## src/rtl/vga_pkg.sv

```systemverilog
// Shared encodings, default 640x480@60 timing and the pixel colour mapping
// for the VGA stream display.
package vga_pkg;

  typedef enum logic [1:0] {
    MODE_RAW  = 2'd0,
    MODE_THR  = 2'd1,
    MODE_GRAY = 2'd2,
    MODE_INV  = 2'd3
  } mode_e;

  typedef enum logic [1:0] {
    ST_STARTUP  = 2'd0,
    ST_WAIT_SOF = 2'd1,
    ST_ACTIVE   = 2'd2,
    ST_RESYNC   = 2'd3
  } state_e;

  localparam int DEF_H_ACTIVE = 640;
  localparam int DEF_H_FP     = 16;
  localparam int DEF_H_SYNC   = 96;
  localparam int DEF_H_BP     = 48;
  localparam int DEF_V_ACTIVE = 480;
  localparam int DEF_V_FP     = 10;
  localparam int DEF_V_SYNC   = 2;
  localparam int DEF_V_BP     = 33;

  // Gray weights are 1:2:1 on the 8-bit-scaled channels; sum peaks at 1000.
  function automatic logic [15:0] map_pixel(mode_e m, logic thr_hit, logic [15:0] rgb);
    logic [9:0]  sum;
    logic [7:0]  gray;
    logic [15:0] res;
    sum  = {2'b00, rgb[15:11], 3'b000} + {1'b0, rgb[10:5], 3'b000} + {2'b00, rgb[4:0], 3'b000};
    gray = sum[9:2];
    res  = rgb;
    case (m)
      MODE_RAW:  res = rgb;
      MODE_THR:  res = thr_hit ? 16'hFFFF : 16'h0000;
      MODE_GRAY: res = {gray[7:3], gray[7:2], gray[7:3]};
      MODE_INV:  res = thr_hit ? 16'h0000 : 16'hFFFF;
      default:   res = rgb;
    endcase
    return res;
  endfunction

endpackage

```

## src/rtl/vga_stream_display_if.sv

```systemverilog
// Pixel FIFO read port seen by the display (FIFO side = master).
// fifo_din is valid whenever fifo_empty is low (first-word-fall-through);
// a word is consumed in every cycle where fifo_rd_en is high.
interface vga_stream_display_if #(
  parameter int PIX_W = 16
);
  logic             fifo_empty;
  logic [PIX_W-1:0] fifo_din;
  logic             fifo_rd_en;

  modport master (output fifo_empty, output fifo_din, input fifo_rd_en);
  modport slave  (input fifo_empty, input fifo_din, output fifo_rd_en);
endinterface

```

## src/rtl/vga_timing.sv

```systemverilog
// Free-running h/v raster counters with sync, active-area and frame-end decode.
// All outputs are combinational from the current counter state.
module vga_timing
  import vga_pkg::*;
#(
  parameter int H_ACTIVE = DEF_H_ACTIVE,
  parameter int H_FP     = DEF_H_FP,
  parameter int H_SYNC   = DEF_H_SYNC,
  parameter int H_BP     = DEF_H_BP,
  parameter int V_ACTIVE = DEF_V_ACTIVE,
  parameter int V_FP     = DEF_V_FP,
  parameter int V_SYNC   = DEF_V_SYNC,
  parameter int V_BP     = DEF_V_BP
) (
  input  logic clk_out,
  input  logic rst_n,
  output logic active,
  output logic hs_n,
  output logic vs_n,
  output logic frame_end,
  output logic first_px
);
  localparam int H_TOTAL = H_ACTIVE + H_FP + H_SYNC + H_BP;
  localparam int V_TOTAL = V_ACTIVE + V_FP + V_SYNC + V_BP;
  localparam int HW = $clog2(H_TOTAL);
  localparam int VW = $clog2(V_TOTAL);

  logic [HW-1:0] h_q, h_d;
  logic [VW-1:0] v_q, v_d;
  logic          h_wrap;

  always_comb begin
    h_wrap    = (h_q == HW'(H_TOTAL - 1));
    frame_end = h_wrap && (v_q == VW'(V_TOTAL - 1));
    h_d       = h_wrap ? '0 : h_q + HW'(1);
    v_d       = v_q;
    if (frame_end)   v_d = '0;
    else if (h_wrap) v_d = v_q + VW'(1);
    active   = (int'(h_q) < H_ACTIVE) && (int'(v_q) < V_ACTIVE);
    hs_n     = !((int'(h_q) >= H_ACTIVE + H_FP) && (int'(h_q) < H_ACTIVE + H_FP + H_SYNC));
    vs_n     = !((int'(v_q) >= V_ACTIVE + V_FP) && (int'(v_q) < V_ACTIVE + V_FP + V_SYNC));
    first_px = (h_q == '0) && (v_q == '0);
  end

  always_ff @(posedge clk_out or negedge rst_n) begin
    if (!rst_n) begin
      h_q <= '0;
      v_q <= '0;
    end else begin
      h_q <= h_d;
      v_q <= v_d;
    end
  end

endmodule

```

## src/rtl/vga_stream_display.sv

```systemverilog
// Streams FIFO pixels onto a VGA raster: start-up blanking, frame-locked
// start, underflow recovery and per-frame display mode selection.
module vga_stream_display
  import vga_pkg::*;
#(
  parameter int H_ACTIVE       = DEF_H_ACTIVE,
  parameter int H_FP           = DEF_H_FP,
  parameter int H_SYNC         = DEF_H_SYNC,
  parameter int H_BP           = DEF_H_BP,
  parameter int V_ACTIVE       = DEF_V_ACTIVE,
  parameter int V_FP           = DEF_V_FP,
  parameter int V_SYNC         = DEF_V_SYNC,
  parameter int V_BP           = DEF_V_BP,
  parameter int PIX_W          = 16,
  parameter int STARTUP_FRAMES = 1
) (
  input  logic                       clk_out,
  input  logic                       rst_n,
  input  logic [1:0]                 mode,
  input  logic [7:0]                 threshold,
  input  logic                       underflow_clr,
  vga_stream_display_if.slave        fifo,
  output logic [4:0]                 vga_r,
  output logic [5:0]                 vga_g,
  output logic [4:0]                 vga_b,
  output logic                       vga_hs,
  output logic                       vga_vs,
  output logic                       underflow,
  output logic                       frame_start,
  output state_e                     dbg_state
);
  localparam int SW = (STARTUP_FRAMES > 1) ? $clog2(STARTUP_FRAMES) : 1;

  logic   active, hs_c, vs_c, frame_end, first_px;
  state_e state_q, state_d;
  logic [SW-1:0] start_cnt_q, start_cnt_d;
  mode_e  mode_q, mode_d;
  logic [7:0]  thr_q, thr_d;
  logic [15:0] rgb_q, rgb_d;
  logic   hs_q, vs_q, uf_q, uf_d, fs_q, fs_d;
  logic   rd_en, show, uf_set, thr_hit;

  vga_timing #(
    .H_ACTIVE(H_ACTIVE), .H_FP(H_FP), .H_SYNC(H_SYNC), .H_BP(H_BP),
    .V_ACTIVE(V_ACTIVE), .V_FP(V_FP), .V_SYNC(V_SYNC), .V_BP(V_BP)
  ) u_timing (
    .clk_out  (clk_out),
    .rst_n    (rst_n),
    .active   (active),
    .hs_n     (hs_c),
    .vs_n     (vs_c),
    .frame_end(frame_end),
    .first_px (first_px)
  );

  always_comb begin
    state_d     = state_q;
    start_cnt_d = start_cnt_q;
    mode_d      = mode_q;
    thr_d       = thr_q;
    rd_en       = 1'b0;
    show        = 1'b0;
    uf_set      = 1'b0;
    if (frame_end) begin
      mode_d = mode_e'(mode);
      thr_d  = threshold;
    end
    unique case (state_q)
      // The last start-up frame end doubles as the first start-of-frame
      // check, so the frame right after the blanking window is shown.
      ST_STARTUP: begin
        if (STARTUP_FRAMES == 0) begin
          state_d = ST_WAIT_SOF;
        end else if (frame_end) begin
          if (start_cnt_q == SW'(STARTUP_FRAMES - 1)) begin
            state_d = fifo.fifo_empty ? ST_WAIT_SOF : ST_ACTIVE;
          end else begin
            start_cnt_d = start_cnt_q + SW'(1);
          end
        end
      end
      ST_WAIT_SOF: if (frame_end && !fifo.fifo_empty) state_d = ST_ACTIVE;
      ST_ACTIVE: begin
        if (active) begin
          if (fifo.fifo_empty) begin
            uf_set  = 1'b1;
            state_d = ST_RESYNC;
          end else begin
            rd_en = 1'b1;
            show  = 1'b1;
          end
        end
      end
      ST_RESYNC: if (frame_end) state_d = ST_WAIT_SOF;
      default: state_d = ST_STARTUP;
    endcase
    thr_hit = fifo.fifo_din > PIX_W'(thr_q);
    rgb_d   = show ? map_pixel(mode_q, thr_hit, fifo.fifo_din[15:0]) : 16'h0000;
    fs_d    = (state_q == ST_ACTIVE) && first_px;
    uf_d    = uf_set ? 1'b1 : (underflow_clr ? 1'b0 : uf_q);
  end

  always_ff @(posedge clk_out or negedge rst_n) begin
    if (!rst_n) begin
      state_q     <= ST_STARTUP;
      start_cnt_q <= '0;
      mode_q      <= MODE_RAW;
      thr_q       <= '0;
      rgb_q       <= '0;
      hs_q        <= 1'b1;
      vs_q        <= 1'b1;
      uf_q        <= 1'b0;
      fs_q        <= 1'b0;
    end else begin
      state_q     <= state_d;
      start_cnt_q <= start_cnt_d;
      mode_q      <= mode_d;
      thr_q       <= thr_d;
      rgb_q       <= rgb_d;
      hs_q        <= hs_c;
      vs_q        <= vs_c;
      uf_q        <= uf_d;
      fs_q        <= fs_d;
    end
  end

  assign fifo.fifo_rd_en = rd_en;
  assign vga_r       = rgb_q[15:11];
  assign vga_g       = rgb_q[10:5];
  assign vga_b       = rgb_q[4:0];
  assign vga_hs      = hs_q;
  assign vga_vs      = vs_q;
  assign underflow   = uf_q;
  assign frame_start = fs_q;
  assign dbg_state   = state_q;

endmodule

```

## src/flat_wrapper.sv

```systemverilog
// flat-port wrapper written by rule: the top's interface ports become plain ports
module vga_stream_display_flat import vga_pkg::*;
#(
  parameter int H_ACTIVE       = DEF_H_ACTIVE,
  parameter int H_FP           = DEF_H_FP,
  parameter int H_SYNC         = DEF_H_SYNC,
  parameter int H_BP           = DEF_H_BP,
  parameter int V_ACTIVE       = DEF_V_ACTIVE,
  parameter int V_FP           = DEF_V_FP,
  parameter int V_SYNC         = DEF_V_SYNC,
  parameter int V_BP           = DEF_V_BP,
  parameter int PIX_W          = 16,
  parameter int STARTUP_FRAMES = 1
)
  (clk_out, rst_n, mode, threshold, underflow_clr, vga_r, vga_g, vga_b, vga_hs, vga_vs, underflow, frame_start, dbg_state, fifo_fifo_empty, fifo_fifo_din, fifo_fifo_rd_en);
  vga_stream_display_if #(.PIX_W(PIX_W)) fifo_i ();
  input  logic clk_out;
  input  logic rst_n;
  input  logic [1:0] mode;
  input  logic [7:0] threshold;
  input  logic underflow_clr;
  output logic [4:0] vga_r;
  output logic [5:0] vga_g;
  output logic [4:0] vga_b;
  output logic vga_hs;
  output logic vga_vs;
  output logic underflow;
  output logic frame_start;
  output state_e dbg_state;
  input wire logic [$bits(fifo_i.fifo_empty)-1:0] fifo_fifo_empty;
  input wire logic [$bits(fifo_i.fifo_din)-1:0] fifo_fifo_din;
  output wire logic [$bits(fifo_i.fifo_rd_en)-1:0] fifo_fifo_rd_en;
  assign fifo_i.fifo_empty = fifo_fifo_empty;
  assign fifo_i.fifo_din = fifo_fifo_din;
  assign fifo_fifo_rd_en = fifo_i.fifo_rd_en;
  vga_stream_display #(.H_ACTIVE(H_ACTIVE), .H_FP(H_FP), .H_SYNC(H_SYNC), .H_BP(H_BP), .V_ACTIVE(V_ACTIVE), .V_FP(V_FP), .V_SYNC(V_SYNC), .V_BP(V_BP), .PIX_W(PIX_W), .STARTUP_FRAMES(STARTUP_FRAMES)) u_core (.clk_out(clk_out), .rst_n(rst_n), .mode(mode), .threshold(threshold), .underflow_clr(underflow_clr), .fifo(fifo_i), .vga_r(vga_r), .vga_g(vga_g), .vga_b(vga_b), .vga_hs(vga_hs), .vga_vs(vga_vs), .underflow(underflow), .frame_start(frame_start), .dbg_state(dbg_state));
endmodule
```

## config.mk

```make
export PLATFORM = sky130hd
export DESIGN_NAME = vga_stream_display_flat
export DESIGN_NICKNAME = d
export VERILOG_FILES = /design/src/rtl/vga_pkg.sv /design/src/rtl/vga_stream_display_if.sv /design/src/rtl/vga_timing.sv /design/src/rtl/vga_stream_display.sv /design/src/flat_wrapper.sv
export SDC_FILE = /design/constraint.sdc
export NUM_CORES = 1
export LEC_CHECK = 0
export ABC_AREA = 1
export BUFFER_PORTS_ARGS = -buffer_cell sky130_fd_sc_hd__buf_2
export CORE_ASPECT_RATIO = 1.5
export CORE_MARGIN = 3
export CORE_UTILIZATION = 63
export CTS_BUF_LIST = sky130_fd_sc_hd__clkbuf_8
export DETAILED_ROUTE_END_ITERATION = 10
export GPL_TIMING_DRIVEN = 1
export PLACE_DENSITY_LB_ADDON = 0.08
export SLEW_MARGIN = 0
export SYNTH_ARGS = -nofsm -noshare
export SYNTH_HDL_FRONTEND = slang
export SYNTH_HIERARCHICAL = 1
export SYNTH_SLANG_ARGS = --single-unit
```

## constraint.sdc

```tcl
create_clock -name clk_out -period 3.9 [get_ports clk_out]
set_clock_uncertainty 0.15 [all_clocks]
set_input_delay 0.585 -clock clk_out [delete_from_list [all_inputs] [get_ports clk_out]]
set_output_delay 0.585 -clock clk_out [all_outputs]
set_load 0.005 [all_outputs]
```

==> out/qor.csv, run 1 <==
metric;value;unit
status;completed;
holdWs;0.315;ns
p_per_area;282;nW/um^2
postCtsSetupBuffers;0;
grt_pass1_wl;11.7;mm
gp_congestion;0.959;
cp_max_fo;7;
yosys_warnings;6;
dr.pass1.iters;4;
timing.fmax;332;MHz
finalPower;1020;uW
die_h;93.2;um
drv_cap;0;
hp-class;in2reg;
dieWidth;64.1;um
dieArea;5970;um^2
pwr-share-seq;0.529;
io_buffers;52;
fin_nets;498;
syn-num-nets;443;
cts.clk_slew.worst_paths;0.09;ns
drive_gt1_frac;0.213;
post_cts_resized;0;
num_io_pins;53;
num_vias;2707;
p_switching;233;uW
vdd_ir_drop_max;0.212;mV
final_area;3620;um^2
drt-initial-drc-count;163;
drc;0;
required;3.16;ns
critPathSlowestCell;nor4_1;
critPathBufInv;3;
dpl_cell_area;3500;um^2
start_util;0.658;
yosysSeqAreaShare;0.408;
htreeDepth;2;
track_usage;0.249;
ctsHoldBuffers;0;
rsz0062_at_grt;no;
syn2layout_area_growth;13.4;%
grt_pass1_vias;2624;
fp.coreArea;4850;um^2
cts_buffer_depth;2;
setup_viol;0;
clkPwrFrac;0.377;
p_leak;0.00199;uW
path_cells;nand2_2 > inv_2 > nor4_1 > inv_1 > nor3_4 > buf_2;
pwr-share-comb;0.094;
hold_violations;0;
multi_input_area;1630;um^2
ys_seq_elements;52;
final.setup.tns;0;ns
netlist_area;3190;um^2
synthDistinctLibCells;40;
fillerInstances;397;
slew_headroom;0.255;
grt_start_max_net_pins;53;
tightest_slew;1.12;ns
cpLargestDelayFamily;simple AND/OR/NAND/NOR gates;
cts_tree;built;
slowest_delay;0.52;ns
finalCriticalPeriod;3.01;ns
path_class;reg2out;
seq_area;1300;um^2
vias_per_cell;5.33;
overflow;0;
clock-sinks;52;
diodes;0;
utilization;0.747;
slew_violations;0;
hpwlAfterDp;5.40;mm
wire_per_inst;13.4;um
antenna_found_initial;0;
swShare;0.229;
clk_root_buffer_cell;clkbuf_8;
arrival;2.28;ns
synthCells;386;
wirelength;6.78;mm
cts_made_buffers;5;
finalCritPeriodShare;0.772;
critPathLaunchType;flop;
worstSetupEndpointType;output pin;
avgSynthCellArea;8.27;um^2
fp-row-count;31;
p_int;786;uW
postRouteAntennaNets;0;
clk_latency;0.30;ns
## power by group through the flow
stage / sequential, uW / combinational (uW) / clock, uW
after floorplan: 550 / 49.4 / 0
after global placement: 549 / 92.1 / 0
after detailed placement: 549 / 95.9 / 0
after CTS: 539 / 96.3 / 395
after global routing: 539 / 109 / 423
final: 539 / 96.3 / 384
## metal layers
| layer | share of wire | track usage |
|---|---|---|
| met4 | 0.037 | 0.118 |
| met1 | 0.39 | 0.293 |
| met2 | 0.53 | 0.447 |
| met5 | 0 | 0 |
| met3 | 0.040 | 0.0288 |
## logic make-up (layout without fill, tap and decap cells)
family	after synthesis	after routing	share of synthesized area
flip-flops	52	52	0.408
AO/OA/AOI/OAI	40	40	0.0706
XOR/XNOR	8	8	0.0220
multiplexers	1	1	0.00353
buffers and inverters	62	118	0.0808
AND/OR/NAND/NOR	196	196	0.297
adder cells (fa/ha/maj)	27	27	0.118
## state kept, by name (all words and copies together) (netlist names)
name and flops:
u_core/u_timing/h_q 10, u_core/underflow 1, u_core/mode_q 2, u_core/vga_vs 1
u_core/u_timing/v_q 10, u_core/dbg_state 2, u_core/thr_q 8, u_core/frame_start 1
u_core/rgb_q 16, u_core/vga_hs 1
## metrics by stage
stage / setup slack [ns] / std cells
after detailed placement: 0.985 / 500
final: 0.889 / 508
after CTS: 0.908 / 508
after floorplan: 1.25 / 386
after global placement: 1.05 / 500
after global routing: 0.750 / 508
## cell usage in the layout, fill, tap and decap left out, types with 2 or more instances in the layout
master	Yosys	routed
nand3_1	19	19
nor2_4	5	5
a21oi_1	9	9
nand3_2	5	5
nand4_1	9	9
a31oi_1	2	2
nor3_1	2	2
o21ai_1	2	2
dfstp_2	2	2
inv_2	5	5
nor2_2	4	4
nand3b_1	2	2
nor2_1	63	63
fa_1	5	5
clkbuf_8	0	6
ha_1	22	22
a21o_1	2	2
xor2_1	7	7
inv_1	52	52
dfrtp_1	50	50
o21ai_0	21	21
nand2_2	4	4
nand2_1	74	74
buf_2	1	52
nor4_1	2	2
## cells in the mapped netlist
library cell / instances / area share
buf_12: 1 / 0.0063
nor3_4: 1 / 0.0051
nor2_8: 1 / 0.0063
nor2_2: 4 / 0.0078
a31oi_1: 2 / 0.0039
nand2_1: 74 / 0.087
xor2_1: 7 / 0.019
ha_1: 22 / 0.086
fa_1: 5 / 0.031
a21boi_1: 1 / 0.0024
nor2_1: 63 / 0.074
nand2_4: 1 / 0.0035
a21oi_1: 9 / 0.014
nand3_2: 5 / 0.016
inv_2: 5 / 0.0059
mux2_2: 1 / 0.0035
nor4_1: 2 / 0.0039
nor3b_1: 1 / 0.0024
nand3_1: 19 / 0.030
nand4_1: 9 / 0.018
nand2_2: 4 / 0.0078
dfstp_2: 2 / 0.016
or2_2: 1 / 0.0020
o21ai_1: 2 / 0.0031
xnor2_1: 1 / 0.0027
dfrtp_1: 50 / 0.39
clkbuf_1: 2 / 0.0024
nand3b_1: 2 / 0.0047
nand4_4: 1 / 0.0067
o21ai_2: 1 / 0.0027
buf_6: 1 / 0.0035
or2_0: 1 / 0.0020
inv_1: 52 / 0.061
buf_2: 1 / 0.0016
nor3_1: 2 / 0.0031
nor2_4: 5 / 0.018
o32ai_1: 1 / 0.0027
a21o_1: 2 / 0.0047
a211oi_2: 1 / 0.0039
o21ai_0: 21 / 0.033
## path summary, 6_finish.rpt
kind                                   startpoint                endpoint  slack, ns  depth (start not counted)
min in group asynchronous                   rst_n  u_core/u_timing/h_q[4]       0.32                          1
max in group asynchronous                   rst_n        u_core/underflow       2.58                          1
setup reg to reg           u_core/u_timing/h_q[0]     u_core/dbg_state[0]       1.58                          9
hold reg to reg                  u_core/underflow        u_core/underflow       0.37                          2
hold / removal                      underflow_clr        u_core/underflow       0.31                          2
setup / recovery           u_core/u_timing/h_q[8]         fifo_fifo_rd_en       0.89                          6
## worst register-to-register path, cell delays in order (launching register included)
cell      delay [ns]
dfrtp_1         0.40
ha_1            0.23
nand2_2         0.11
nor2_8          0.14
nand4_1         0.27
nor2_1          0.30
nand2_1         0.10
a211oi_2        0.31
nand3_1         0.12
o21ai_1         0.12
## layout make-up
type	count	area share
clock buffer	6	0.0228
sequential	52	0.360
tap	66	0.0228
multi-input combinational	272	0.450
clock inverter	2	0.0107
timing repair buffer	53	0.0740
inverter	57	0.0591
Note: power is estimated with default switching activity, not from simulation.
==> run 2, diff against run 1 <==
--- a/config.mk
+++ b/config.mk
@@ -9,7 +9,7 @@
 export BUFFER_PORTS_ARGS = -buffer_cell sky130_fd_sc_hd__buf_2
 export CORE_ASPECT_RATIO = 1.5
 export CORE_MARGIN = 3
-export CORE_UTILIZATION = 63
+export CORE_UTILIZATION = 53
 export CTS_BUF_LIST = sky130_fd_sc_hd__clkbuf_8
 export DETAILED_ROUTE_END_ITERATION = 10
 export GPL_TIMING_DRIVEN = 1
==> constraint.sdc (replaced) <==
create_clock -name clk_out -period 2.7 [get_ports clk_out]
set_clock_uncertainty 0.15 [all_clocks]
set_input_delay 0.405 -clock clk_out [delete_from_list [all_inputs] [get_ports clk_out]]
set_output_delay 0.405 -clock clk_out [all_outputs]
set_load 0.005 [all_outputs]
==> out/qor.csv, run 2 (same netlist as run 1, synthesis figures left out) <==
metric;value;unit;change
reg_top3;u_core/rgb_q: 16 flops, u_core/u_timing/h_q: 10 flops, u_core/u_timing/v_q: 10 flops;;unchanged
tightest_slew;0.659;ns;was 1.12 ns
path_class;reg2out;;unchanged
final_area;3650;um^2;was 3620 um^2
start_util;0.548;;was 0.658
final.setup.tns;0;ns;unchanged
fin_nets;505;;was 498
drt-initial-drc-count;100;;was 163
htreeDepth;2;;unchanged
p_leak;0.00201;uW;was 0.00199 uW
vdd_ir_drop_max;0.194;mV;was 0.212 mV
cts_made_buffers;5;;unchanged
status;completed;;unchanged
cts.clk_slew.worst_paths;0.09;ns;about the same
r2r_slack;0.37;ns;was 1.58 ns
diodes;0;;unchanged
finalCriticalPeriod;2.56;ns;
setup_viol;0;;unchanged
clk_latency;0.31;ns;was 0.30 ns
dpl_cell_area;3560;um^2;was 3500 um^2
required;2.14;ns;was 3.16 ns
gp_congestion;0.930;;was 0.959
antenna_found_initial;0;;unchanged
wire_per_inst;13.4;um;about the same
p_per_area;377;nW/um^2;was 282 nW/um^2
dr.pass1.iters;5;;was 4
hold_violations;0;;unchanged
drc;0;;unchanged
critPathLaunchType;flop;;unchanged
fp-row-count;34;;was 31
vias_per_cell;5.14;;was 5.33
hpwlAfterDp;5.51;mm;was 5.40 mm
clock-sinks;52;;unchanged
dieArea;7010;um^2;was 5970 um^2
final_common_cell;nand2_1;;unchanged
grt_pass1_wl;11.9;mm;was 11.7 mm
finalCritPeriodShare;0.948;;
postRouteAntennaNets;0;;unchanged
drv_cap;0;;unchanged
slew_violations;0;;unchanged
grt_pass1_vias;2647;;was 2,624
grt_start_max_net_pins;53;;unchanged
timing.fmax;391;MHz;
cts_buffer_depth;2;;unchanged
overflow;0;;unchanged
die_h;101;um;was 93.2 um
largest_reg_flops;16;;unchanged
num_io_pins;53;;unchanged
top_register;u_core/rgb_q;;unchanged
fp.coreArea;5830;um^2;was 4850 um^2
post_cts_resized;0;;unchanged
wirelength;6.97;mm;was 6.78 mm
cts_tree;built;;unchanged
fillerInstances;532;;was 397
hp-class;in2async;;was in2reg
drive_gt1_frac;0.220;;was 0.213
dieWidth;69.4;um;was 64.1 um
ctsHoldBuffers;0;;unchanged
arrival;2.00;ns;was 2.28 ns
clk_root_buffer_cell;clkbuf_8;;unchanged
postCtsSetupBuffers;0;;unchanged
rsz0062_at_grt;no;;unchanged
layout_common_cells;nand2_1, nor2_1, inv_1;;was nand2_1, nor2_1, buf_2, inv_1, dfrtp_1
num_vias;2677;;was 2,707
track_usage;0.213;;was 0.249
io_buffers;52;;unchanged
worstSetupEndpointType;output pin;;unchanged
slew_headroom;0.561;;was 0.255
cp_max_fo;6;;was 7
syn2layout_area_growth;14.3;%;was 13.4%
run 2: changes by cell type in the layout (fill, tap and decap cells not counted):
cell	previous run	this run
clkinv_4	1	0
inv_1	52	54
buf_4	1	8
bufinv_16	1	0
run 2: area by class of cell:
type	instances	area [um^2]	share of cell area
Inverter	57	214	0.0586
Timing Repair Buffer	60	320	0.0878
Tap cell	72	90.1	0.0247
Clock buffer	6	82.6	0.0226
Sequential cell	52	1300	0.357
Multi-Input combinational cell	272	1630	0.447
Clock inverter	2	7.51	0.00206
run 2: metrics by stage:
stage,setup WS [ns],hold WS (ns),std cells,util,power (uW)
2_1_floorplan,0.233,-0.0406,386,-,865
3_3_place_gp,0.0673,0.359,513,0.611,934
3_5_place_dp,0.0189,0.372,513,0.611,937
4_1_cts,0.105,0.0833,521,0.626,1390
5_1_grt,0.0115,0.108,521,0.626,1440
6_report,0.141,0.0539,521,0.626,1380
run 2: path summary, 6_finish.rpt:
check	end	from	cells after the start
worst max-delay path	fifo_fifo_rd_en	u_core/u_timing/h_q[8]	6
worst min-delay path	u_core/u_timing/h_q[4]	rst_n	2
worst max register to register	u_core/dbg_state[0]	u_core/u_timing/v_q[0]	13
worst min register to register	u_core/underflow	u_core/underflow	2
max in group asynchronous	u_core/dbg_state[0]	rst_n	2
min in group clk_out	u_core/underflow	underflow_clr	2
run 2: routing by layer:
metal  GRT usage  share of wire  routed length (um)
met5           0              0                   0
met4      0.0842          0.027                 189
met3      0.0319          0.039                 269
met2       0.399           0.55                3820
met1       0.240           0.39                2690
run 2: critical path, stage by stage, from the launching register on:
cell and delay (ns):
dfrtp_1 0.46, nand2_2 0.14, inv_2 0.07, nor4_1 0.47
inv_1 0.17, nor3_4 0.24, buf_2 0.15
run 2: power by group:
group / leakage (uW) / internal (uW) / switching [uW]
Clock: 0.0000538 / 202 / 253
Sequential: 0.000653 / 778 / 0.0000000000000220
Combinational: 0.00131 / 57.9 / 84.6
Total: 0.00201 / 1040 / 338
==> run 3, diff against run 2 <==
--- a/config.mk
+++ b/config.mk
@@ -10,7 +10,7 @@
 export CORE_ASPECT_RATIO = 1.5
 export CORE_MARGIN = 3
 export CORE_UTILIZATION = 53
-export CTS_BUF_LIST = sky130_fd_sc_hd__clkbuf_8
+export CTS_BUF_LIST = sky130_fd_sc_hd__clkbuf_4
 export DETAILED_ROUTE_END_ITERATION = 10
 export GPL_TIMING_DRIVEN = 1
 export PLACE_DENSITY_LB_ADDON = 0.08
==> out/qor.csv, run 3 (same netlist as run 1, synthesis figures left out) <==
metric;value;unit;change
p_leak;0.00200;uW;was 0.00201 uW
dpl_cell_area;3560;um^2;unchanged
track_usage;0.212;;was 0.213
swShare;0.253;;was 0.245
io_buffers;52;;unchanged
whs_endpoint;u_core/underflow;;
drv_cap;0;;unchanged
hp-class;in2reg;;was in2async
num_vias;2662;;was 2,677
dieArea;7010;um^2;unchanged
htreeDepth;2;;unchanged
layout_common_cells;nand2_1, nor2_1, buf_2, inv_1, dfrtp_1;;was nand2_1, nor2_1, inv_1
cts_tree;built;;unchanged
timing.fmax;403;MHz;was 391 MHz
start_util;0.548;;unchanged
worstSetupEndpointType;output pin;;unchanged
p_per_area;354;nW/um^2;was 377 nW/um^2
final.setup.tns;0;ns;unchanged
syn2layout_area_growth;13.8;%;was 14.3%
grt_start_max_net_pins;53;;unchanged
ff2ff_path_depth;13;;unchanged
regToRegStartpoint;u_core/u_timing/v_q[0];;unchanged
min_path_cells;2;;
finalCritPeriodShare;0.920;;was 0.948
gp_congestion;0.930;;unchanged
grt_pass1_wl;11.9;mm;about the same
fin_ws;0.216;ns;was 0.141 ns
postCtsSetupBuffers;0;;unchanged
overflow;0;;unchanged
reg_top3;u_core/rgb_q: 16 flops, u_core/u_timing/h_q: 10 flops, u_core/u_timing/v_q: 10 flops;;unchanged
seq_area;1300;um^2;unchanged
arrival;1.93;ns;was 2.00 ns
diodes;0;;unchanged
die_h;101;um;unchanged
slew_headroom;0.560;;was 0.561
slew_violations;0;;unchanged
cts.clk_slew.worst_paths;0.14;ns;was 0.09 ns
status;completed;;unchanged
wirelength;6.97;mm;unchanged
drc;0;;unchanged
hold_violations;0;;unchanged
drt-initial-drc-count;106;;was 100
worstHoldStart;underflow_clr;;
p_int;959;uW;was 1040 uW
grt_pass1_vias;2652;;was 2,647
clkPwrFrac;0.281;;was 0.331
pwr-share-seq;0.607;;was 0.566
dr.pass1.iters;4;;was 5
path_class;reg2out;;unchanged
cts_made_buffers;5;;unchanged
required;2.14;ns;about the same
r2r_slack;0.37;ns;about the same
largest_reg_flops;16;;unchanged
cts_buffer_depth;2;;unchanged
fp-row-count;34;;unchanged
rsz0062_at_grt;no;;unchanged
antenna_found_initial;0;;unchanged
dieWidth;69.4;um;unchanged
cp_max_fo;6;;unchanged
hpwlAfterDp;5.51;mm;unchanged
fillerInstances;531;;was 532
finalCriticalPeriod;2.48;ns;was 2.56 ns
r2r_end;u_core/dbg_state[0];;unchanged
fp.coreArea;5830;um^2;unchanged
multi_input_area;1640;um^2;was 1630 um^2
drive_gt1_frac;0.224;;was 0.220
tightest_slew;0.660;ns;was 0.659 ns
fin_nets;506;;was 505
wire_per_inst;13.4;um;about the same
top_register;u_core/rgb_q;;unchanged
pwr-share-comb;0.112;;was 0.104
place_worst_setup_slack;0.0189;ns;unchanged
vdd_ir_drop_max;0.243;mV;was 0.194 mV
vias_per_cell;5.10;;was 5.14
critPathLaunchType;flop;;unchanged
final_common_cell;nand2_1;;unchanged
num_io_pins;53;;unchanged
clk_latency;0.37;ns;was 0.31 ns
clock-sinks;52;;unchanged
p_switching;325;uW;was 338 uW
clk_root_buffer_cell;clkbuf_4;;was clkbuf_8
postRouteAntennaNets;0;;unchanged
final_area;3630;um^2;was 3650 um^2
setup_viol;0;;unchanged
## run 3: layout make-up
class,count,share of cell area
clock buffers,7,0.0145
well taps,72,0.0248
flip-flops and latches,52,0.359
repair buffers,61,0.0910
clock inverters,1,0.00103
multi-input cells,272,0.451
inverters,57,0.0589
## run 3: worst max-delay path: stages, from the launching register on
cell and delay [ns]:
dfrtp_1 0.47, nand2_2 0.14, inv_2 0.07, nor4_2 0.35
inv_1 0.15, nor3_4 0.23, buf_2 0.15
## run 3: worst max-delay path by stage
| stage | from | slack (ns) | endpoint |
|---|---|---|---|
| 5_1_grt | u_core/u_timing/h_q[8] | 0.07 | fifo_fifo_rd_en |
| 6_report | u_core/u_timing/h_q[8] | 0.22 | fifo_fifo_rd_en |
| 4_1_cts | u_core/u_timing/h_q[8] | 0.02 | fifo_fifo_rd_en |
| 3_3_place_gp | fifo_fifo_din[1] | 0.07 | u_core/rgb_q[9] |
| 2_1_floorplan | fifo_fifo_din[1] | 0.23 | u_core/rgb_q[14] |
| 3_5_place_dp | fifo_fifo_din[1] | 0.02 | u_core/rgb_q[3] |
## run 3: per-layer routing
metal	GRT usage	up-vias	share of wire
met5	0	-	0
met4	0.0797	0	0.020
met3	0.0319	12	0.035
met2	0.400	48	0.55
met1	0.239	1253	0.39
li1	-	1349	-
## run 3: through the flow
step / cells / util / hold slack [ns] / power (uW)
floorplan: 386 / - / -0.0406 / 865
global placement: 513 / 0.611 / 0.359 / 934
detailed placement: 513 / 0.611 / 0.372 / 937
CTS: 522 / 0.622 / 0.0467 / 1300
global route: 522 / 0.623 / 0.0562 / 1350
finish: 522 / 0.623 / 0.0582 / 1280
## run 3: power groups by stage
stage	combinational (uW)	clock, uW	sequential, uW
2_1_floorplan	71.4	0	794
3_3_place_gp	141	0	794
3_5_place_dp	143	0	794
4_1_cts	145	374	779
5_1_grt	165	404	779
6_report	144	361	779
## run 3: repair_timing
item / 4_1_cts / 5_1_grt
setup endpoints to repair: 0 / 1
endpoints found under the hold margin: 3 / 0
hold buffers: 1 / 0
resized for setup: 0 / 1
